`src/rtl/game_controller.sv`:
```
// Rhythm-game controller: frame-tick sync, edge-detected hit/miss/start, IDLE/COUNTDOWN/PLAY/DONE FSM, score stats.
// Latency: stats visible one cycle after an input edge; frame tick two cycles after frame_clk rise. COMBO_BONUS_EN adds combo-tier bonus points.
module game_controller #(
    parameter logic [7:0]  COUNTDOWN_FRAMES = 8'd180,
    parameter logic [15:0] HIT_POINTS       = 16'd10
) (
    input  logic       Clk,
    input  logic       reset,
    input  logic       frame_clk,
    input  logic       start_btn,
    input  logic [7:0] hit,
    input  logic [7:0] miss,
    input  logic [7:0] song_over,
    output logic       blocks_start,
    output logic [1:0] state,
    output logic [15:0] score,
    output logic [8:0] combo,
    output logic [8:0] max_combo,
    output logic [8:0] hit_count,
    output logic [8:0] miss_count,
    output logic [7:0] countdown,
    output logic       game_over
);
    localparam logic [1:0] ST_IDLE = 2'b00;
    localparam logic [1:0] ST_CD   = 2'b01;
    localparam logic [1:0] ST_PLAY = 2'b10;
    localparam logic [1:0] ST_DONE = 2'b11;

    logic        fclk_s1_q, fclk_s2_q, tick_q;
    logic [7:0]  hit_prev_q, miss_prev_q;
    logic        start_prev_q, mask_q;
    logic [1:0]  state_q, state_d;
    logic [7:0]  cnt_q, cnt_d;
    logic [15:0] score_q, score_d;
    logic [8:0]  combo_q, combo_d, max_q, max_d, hc_q, hc_d, mc_q, mc_d;

    logic [7:0]  hit_e, miss_e;
    logic        start_e;
    logic [3:0]  n_hit, n_miss;
    logic [16:0] pts;
    logic [21:0] score_sum;
    logic [9:0]  combo_sum, hc_sum, mc_sum;
    logic [8:0]  combo_base, combo_nxt, hc_nxt, mc_nxt;
    logic [15:0] score_nxt;

    function automatic logic [3:0] popcnt8(input logic [7:0] v);
        logic [3:0] c;
        c = 4'd0;
        for (int i = 0; i < 8; i++) c = c + {3'b000, v[i]};
        return c;
    endfunction

    // The first cycle after reset only re-arms the edge detectors, so a level held through reset is not an event.
    assign hit_e   = hit & ~hit_prev_q & {8{~mask_q}};
    assign miss_e  = miss & ~miss_prev_q & ~hit_e & {8{~mask_q}};
    assign start_e = start_btn & ~start_prev_q & ~mask_q;
    assign n_hit   = popcnt8(hit_e);
    assign n_miss  = popcnt8(miss_e);

`ifdef COMBO_BONUS_EN
    assign pts = {1'b0, HIT_POINTS} + ((combo_q >= 9'd50) ? 17'd10 :
                                       (combo_q >= 9'd20) ? 17'd5 : 17'd0);
`else
    assign pts = {1'b0, HIT_POINTS};
`endif

    assign score_sum  = {6'd0, score_q} + {1'b0, 21'(n_hit) * 21'(pts)};
    assign score_nxt  = (|score_sum[21:16]) ? 16'hFFFF : score_sum[15:0];
    assign combo_base = (n_miss != 4'd0) ? 9'd0 : combo_q;
    assign combo_sum  = {1'b0, combo_base} + {6'd0, n_hit};
    assign combo_nxt  = combo_sum[9] ? 9'h1FF : combo_sum[8:0];
    assign hc_sum     = {1'b0, hc_q} + {6'd0, n_hit};
    assign hc_nxt     = hc_sum[9] ? 9'h1FF : hc_sum[8:0];
    assign mc_sum     = {1'b0, mc_q} + {6'd0, n_miss};
    assign mc_nxt     = mc_sum[9] ? 9'h1FF : mc_sum[8:0];

    always_comb begin
        state_d = state_q;
        cnt_d   = cnt_q;
        score_d = score_q;
        combo_d = combo_q;
        max_d   = max_q;
        hc_d    = hc_q;
        mc_d    = mc_q;
        case (state_q)
            ST_IDLE: begin
                if (start_e) begin
                    state_d = ST_CD;
                    cnt_d   = COUNTDOWN_FRAMES;
                end
            end
            ST_CD: begin
                if (tick_q) begin
                    if (cnt_q <= 8'd1) begin
                        state_d = ST_PLAY;
                        cnt_d   = 8'd0;
                    end else begin
                        cnt_d = cnt_q - 8'd1;
                    end
                end
            end
            ST_PLAY: begin
                score_d = score_nxt;
                combo_d = combo_nxt;
                hc_d    = hc_nxt;
                mc_d    = mc_nxt;
                if (combo_nxt > max_q) max_d = combo_nxt;
                if (&song_over) state_d = ST_DONE;
            end
            default: begin
                if (start_e) begin
                    state_d = ST_CD;
                    cnt_d   = COUNTDOWN_FRAMES;
                    score_d = 16'd0;
                    combo_d = 9'd0;
                    max_d   = 9'd0;
                    hc_d    = 9'd0;
                    mc_d    = 9'd0;
                end
            end
        endcase
    end

    always_ff @(posedge Clk) begin
        if (reset) begin
            fclk_s1_q    <= 1'b0;
            fclk_s2_q    <= 1'b0;
            tick_q       <= 1'b0;
            hit_prev_q   <= 8'd0;
            miss_prev_q  <= 8'd0;
            start_prev_q <= 1'b0;
            mask_q       <= 1'b1;
            state_q      <= ST_IDLE;
            cnt_q        <= 8'd0;
            score_q      <= 16'd0;
            combo_q      <= 9'd0;
            max_q        <= 9'd0;
            hc_q         <= 9'd0;
            mc_q         <= 9'd0;
        end else begin
            fclk_s1_q    <= frame_clk;
            fclk_s2_q    <= fclk_s1_q;
            tick_q       <= fclk_s1_q & ~fclk_s2_q;
            hit_prev_q   <= hit;
            miss_prev_q  <= miss;
            start_prev_q <= start_btn;
            mask_q       <= 1'b0;
            state_q      <= state_d;
            cnt_q        <= cnt_d;
            score_q      <= score_d;
            combo_q      <= combo_d;
            max_q        <= max_d;
            hc_q         <= hc_d;
            mc_q         <= mc_d;
        end
    end

    assign state        = state_q;
    assign blocks_start = (state_q != ST_PLAY);
    assign game_over    = (state_q == ST_DONE);
    assign countdown    = cnt_q;
    assign score        = score_q;
    assign combo        = combo_q;
    assign max_combo    = max_q;
    assign hit_count    = hc_q;
    assign miss_count   = mc_q;
endmodule

```
`config.mk`:
```
export PLATFORM = sky130hd
export DESIGN_NAME = game_controller
export DESIGN_NICKNAME = d
export VERILOG_FILES = /design/src/rtl/game_controller.sv
export SDC_FILE = /design/constraint.sdc
export NUM_CORES = 1
export LEC_CHECK = 0
export BUFFER_PORTS_ARGS = -buffer_cell sky130_fd_sc_hd__buf_2
export CORE_MARGIN = 10
export CORE_UTILIZATION = 50
export DETAILED_ROUTE_END_ITERATION = 8
export PLACE_DENSITY = 0.72
export SLEW_MARGIN = 15
export SYNTH_ARGS = -nofsm -noshare
export SYNTH_HDL_FRONTEND = slang
export SYNTH_SLANG_ARGS = --single-unit
export TNS_END_PERCENT = 50
```
`constraint.sdc`:
```
create_clock -name Clk -period 7.9 [get_ports Clk]
set_input_delay 1.58 -clock Clk [delete_from_list [all_inputs] [get_ports Clk]]
set_output_delay 1.58 -clock Clk [all_outputs]
set_load 0.01 [all_outputs]
```
---- Word level (Yosys, flattened, before mapping) ----
Cells that the tools add are included.
word-level totals
  register bits ........................... 83
  bits of input ports ..................... 28
  output and inout bits ................... 64
  logic and storage cells ................. 95
operators by class
  $add $sub $neg .......................... 19
  multiply operators ...................... 1
  order comparisons ....................... 2
  equal/unequal tests ..................... 8
  multiplexer cells ....................... 23
  bitwise logic cells ..................... 16
  reduce and logical (&&, ||, !) cells .... 12
operators with widths
  operator                                                         number
  case mux 9 bit (2 select lines)                                  4
  two-way mux 9 bit                                                6
  bitwise AND 8 bit                                                5
  adder 4 x 1 -> 4 bit                                             8
  two-way mux 16 bit                                               2
  case mux 16 bit (2 select lines)                                 1
  adder 9 x 4 -> 10 bit                                            3
  two-way mux 8 bit                                                3
  inverter 8 bit                                                   3
  adder 16 x 8 -> 17 bit                                           1
  case mux 8 bit (2 select lines)                                  1
  != test 2 bit (second input constant)                            5
  > comparator 9 bit                                               1
  adder 3 x 1 -> 4 bit                                             2
  less-or-equal comparator 8 x 1 -> 1 bit (second input constant)  1
  two-way mux 2 bit                                                4
  AND reduction 8 bit                                              1
  subtractor 8 x 1 -> 8 bit (second input constant)                1
  multiplier 4 x 3 -> 7 bit (second input constant)                1
  adder 2 x 1 -> 3 bit                                             2
  AND reduction 3 bit                                              2
  OR reduction 6 bit                                               1
  inverter 1 bit                                                   5
  adder 1 x 1 -> 2 bit                                             2
  other kinds (12)                                                 16

---- Longest topological paths before layout ----
  depth after elaboration ................. 20
  gate-level depth with buffers ........... 27
  gate-level depth less buffers ........... 26

---- Least setup slack after synthesis ----
No wires, ideal clock.
  kind .................................... input port to flip-flop
  start ................................... input port hit[0]
  end ..................................... register max_q[4], in the netlist max_combo[4]
  setup time .............................. 60 ps
  arrival ................................. 7762 ps
  required time ........................... 7840 ps
  slack ................................... 78 ps
  stages on the path ...................... 25
  buffers on the path ..................... 0
  cells stage by stage .................... nor3b_1 > nor4b_1 > fa_1 > inv_1 > fa_1 > inv_1 > fa_1 > ha_1 > inv_1 > fa_1 > and4bb_2 > a21o_1 > and2_1 > ha_1 > fa_1 > a211oi_1 > nor2_1 > o21a_1 > a21oi_1 > ha_1 > a21oi_1 > o21ai_0 > a221o_1 > a21oi_1 > a2bb2o_1
between the ends
  cells in the longest elaborated chain, start to end .. 19
  elaborated cells on any way between the ends .. 28
  those cells by class .................... 15 x add/sub; 1 x order compare; 1 x eq/ne; 4 x mux; 5 x bitwise; 2 x reduce/logical
RTL lines
  what                                 line  RTL
  from (decl)                          11    input logic [7:0] hit,
  bitwise AND 8 bit (*) (2 in series)  54    assign hit_e = hit & ~hit_prev_q & {8{~mask_q}};
  inverter 8 bit                       55    assign miss_e = miss & ~miss_prev_q & ~hit_e & {8{~mask_q}};
  bitwise AND 8 bit (2 in series)      55
  adder 1 x 1 -> 2 bit                 49    for (int i = 0; i < 8; i++) c = c + {3'b000, v[i]};
  adder 2 x 1 -> 3 bit                 49
  adder 3 x 1 -> 4 bit                 49
  adder 4 x 1 -> 4 bit (4 in series)   49
  nonzero test 4 bit                   69    assign combo_base = (n_miss != 4'd0) ? 9'd0 : combo_q;
  two-way mux 9 bit                    69
  adder 9 x 4 -> 10 bit (*)            70    assign combo_sum = {1'b0, combo_base} + {6'd0, n_hit};
  two-way mux 9 bit (*)                71    assign combo_nxt = combo_sum[9] ? 9'h1FF : combo_sum[8:0];
  > comparator 9 bit                   107   if (combo_nxt > max_q) max_d = combo_nxt;
  != test 2 bit (no line)              --
  AND reduction 3 bit (no line)        --
  to (signal assigned)                 152   max_q <= max_d;
  to (decl)                            35    logic [8:0] combo_q, combo_d, max_q, max_d, hc_q, hc_d, mc_q, mc_d;
Every way passes the cells marked *; elsewhere a longest branch is shown, timed or not. The select of a mux whose other input is x is not followed.
A chain may end at the register's enable or synchronous reset.

---- Final worst setup path ----
  start ................................... input port hit[3]
  end ..................................... register max_q[5], in the netlist max_combo[5]
between the ends
  cells in the longest elaborated chain, start to end .. 17
  elaborated cells on any way between the ends .. 24
  those cells by class .................... 11 x add/sub; 1 x order compare; 1 x eq/ne; 4 x mux; 5 x bitwise; 2 x reduce/logical
RTL lines
  what                                 line
  bitwise AND 8 bit (*) (2 in series)  54
  inverter 8 bit                       55
  bitwise AND 8 bit (2 in series)      55
  adder 3 x 1 -> 4 bit                 49
  adder 4 x 1 -> 4 bit (4 in series)   49
  nonzero test 4 bit                   69
  two-way mux 9 bit                    69
  adder 9 x 4 -> 10 bit (*)            70
  two-way mux 9 bit (*)                71
  > comparator 9 bit                   107
  != test 2 bit (no line)              --
  AND reduction 3 bit (no line)        --
Marked as above.

==> results.cfg <==
[yosys]
synthTopCellsByArea = dfxtp_1 (32%), ha_1 (11%), fa_1 (5.1%)
ys_types = 63
synth_edf_count = 0
synth-simple-area-share_pct = 20.9
ys_ff_latch = 83
synth_fp_nets = 687
ys_warn_count = 0
synth_top_area_share_pct = 32.4
synth_mux_area_share_pct = 0.585
synth_compound_area_share_pct = 22.7
ys.flop_type = dfxtp_1
synthAdderAreaFrac_pct = 16.0
seq_area_frac_synth_pct = 32.4
synth_top_family_by_area = compound AO/OA/AOI/OAI gates
synthMostInstantiatedCell = dfxtp_1
async_flop_share_pct = 0
synth_cells = 601
ys_top_cells_by_count = dfxtp_1 (83), nand2_1 (52), inv_1 (48)
synth_area_mm2 = 0.00514
synth.avg_cell_area_um2 = 8.55
synth.largest_area_cell = dfxtp_1
synth_xor_area_share_pct = 2.22

[timing]
setup-tns-final_ns = 0
maxSlewViolCount = 0
hold_violations = 0
clock_skew_ns = 0.0142
fmax_mhz = 132
rsz0062_at_grt = no
setup_viol_count_final = 0
fin_ws_ns = 0.315
min_period_ns = 7.58
worst_slew_margin_rel_pct = 47.3
tightest_slew_ns = 0.791
fin_crit_sh_pct = 96.0
timing.hold.ws_ns = 0.412

[clock_network]
cts_tree = built
clk_pin_slew_ns = 0.09
clkSinkCount = 83
numCtsBuffers = 9
hold_buffers = 0
cts_root_buf = clkbuf_8
cts_setup_buffers = 0
cts_buffer_depth = 2
htree_num_levels = 3
clk_latency_ns = 0.37

[power_and_ir_drop]
p_int_w = 0.000767
p_sw_w = 0.000287
p_per_area_mw_per_mm2 = 171
leakagePower_nw = 2.84
ir_worst_vdd_mv = 0.0865
p_comb_share_pct = 19.3
pwr-share-clk_pct = 39.2
swShare_pct = 27.2
power_frac_seq_pct = 41.5

[die]
ios = 92
die-area_mm2 = 0.0147
rows = 36
core_area_mm2 = 0.00991
initial_utilization_pct = 51.8
die_x_um = 121
die_y_um = 121

[place]
dp_slack_ns = -0.150
place_hpwl_um = 10400
dpl_cell_area_mm2 = 0.00587
portBuffers = 91
gp_congestion = 0.918

[run_status]
status = finished, final reports clean

[min_path]
min_path_type = flop to flop

[detailed_routing]
wl_per_cell_um = 16.3
drt_pass1_iterations = 5
drcViolationCount = 0
detail_route.vias_per_cell = 5.71
final_antenna_net_count = 0
drt_iter0_drc = 276
wirelength_um = 13800
vias = 4839

[setup_path]
cpMostUsedCell = fa_1
crit_buf_inv = 4
critPathMaxFanout = 5
crit_path_start_kind = input pin
max_stage_delay_ns = 0.53
end_kind = flop
crit_path_top_delay_cell = fa_1
path_class = input pin to flop
required_ns = 8.17
worstPathArrival_ns = 7.85
path_delay_family = adder cells

[layout]
fin_area_mm2 = 0.00615
fillCellCount = 916
drive_gt1_share_pct = 20.8
areaGrowthSynthToFinish_pct = 19.8
finalNetCount = 796
final_util_pct = 62.1
diodes = 0

[grt]
grt_max_degree = 53
grt_pass1_wl_um = 22700
grt-busiest-layer = met2
grt_use_met3_pct = 5.30
grt_overflow = 0
track_usage_pct = 18.6
grt_antenna_before_repair = 0
first_global_vias = 4814
grt_use_met1_pct = 21.7
grt.met2_usage_pct = 31.5

[job]
max_cap_viol_count = 0
-- state kept, by name (all words and copies together) (netlist names) --
register and count:
mask_q 1, max_combo 9, tick_q 1, combo 9, miss_prev_q 8, state 2
miss_count 9, score 16, fclk_s2_q 1, start_prev_q 1, hit_count 9, countdown 8
hit_prev_q 8, fclk_s1_q 1
-- cells in the final DEF (no fill, tap or decap), drive strengths merged, types with 3 or more instances in the layout --
master and n:
buf 118, dfxtp 83, nand2 52, inv 48, ha 45, a21oi 44
nor2 42, o21ai 38, nor2b 24, nand3 16, a21o 16, fa 13
nor3 12, and3 10, clkbuf 10, xnor2 9, o211ai 8, nand2b 8
a211oi 8, and2 7, a22o 7, o2bb2ai 6, nor4b 6, o21a 5
nand4 5, a31oi 5, nor3b 5, xor2 4, bufinv 4, mux2i 3
a211o 3, a311oi 3, a31o 3, a221o 3, o31ai 3, a41oi 3
a2111oi 3
-- through the flow --
stage / instances / power (W)
after floorplan: 601 / 0.000582
after global placement: 832 / 0.000641
after detailed placement: 832 / 0.000650
after CTS: 848 / 0.00106
after global routing: 848 / 0.00111
final: 848 / 0.00105
-- power groups by stage --
stage | Clock [W] | Sequential, W | Combinational (W)
6_report | 0.000413 | 0.000437 | 0.000204
4_1_cts | 0.000419 | 0.000437 | 0.000204
5_1_grt | 0.000439 | 0.000439 | 0.000231
3_3_place_gp | 0 | 0.000446 | 0.000194
2_1_floorplan | 0 | 0.000446 | 0.000136
3_5_place_dp | 0 | 0.000447 | 0.000203
-- final cells by class --
cell class,count,area [um2],area share (%)
multi-input combinational,450,3210,52.2
sequential,83,1660,27.0
timing repair buffer,118,658,10.7
inverter,48,180,2.93
tap,133,166,2.70
clock inverter,6,136,2.22
clock buffer,10,138,2.24
-- final timing paths --
kind,startpoint,to,slack [ns],cells after the start
hold / removal,fclk_s2_q$_SDFF_PP0_,tick_q$_SDFF_PP0_,0.41,1
setup / recovery,hit[3],max_combo[5]$_SDFFE_PP0P_,0.32,26
hold reg to reg,fclk_s2_q$_SDFF_PP0_,tick_q$_SDFF_PP0_,0.41,1
setup reg to reg,mask_q$_DFF_P_,max_combo[5]$_SDFFE_PP0P_,0.94,25
-- repair_timing --
item	4_1_cts	5_1_grt
gates resized for setup	0	2
endpoints found under the hold margin	0	0
endpoints found under the setup margin	0	9
-- cell families (layout without fill, tap and decap cells) --
kind of cell             after synthesis  after routing
XOR/XNOR                              13             13
AND/OR/NAND/NOR                      202            202
adder cells (fa/ha/maj)               58             58
flip-flops                            83             83
AO/OA/AOI/OAI                        174            174
buffers and inverters                 68            182
multiplexers                           3              3
-- per-layer routing --
metal  share of wire, %  vias up  routed length, um
met5                  0        -                  0
li1                   -     2375                  -
met2                 48      132               6590
met3                7.4       22               1020
met1                 43     2310               5980
met4                1.8        0                246
Power figures use the tool's default switching activity.
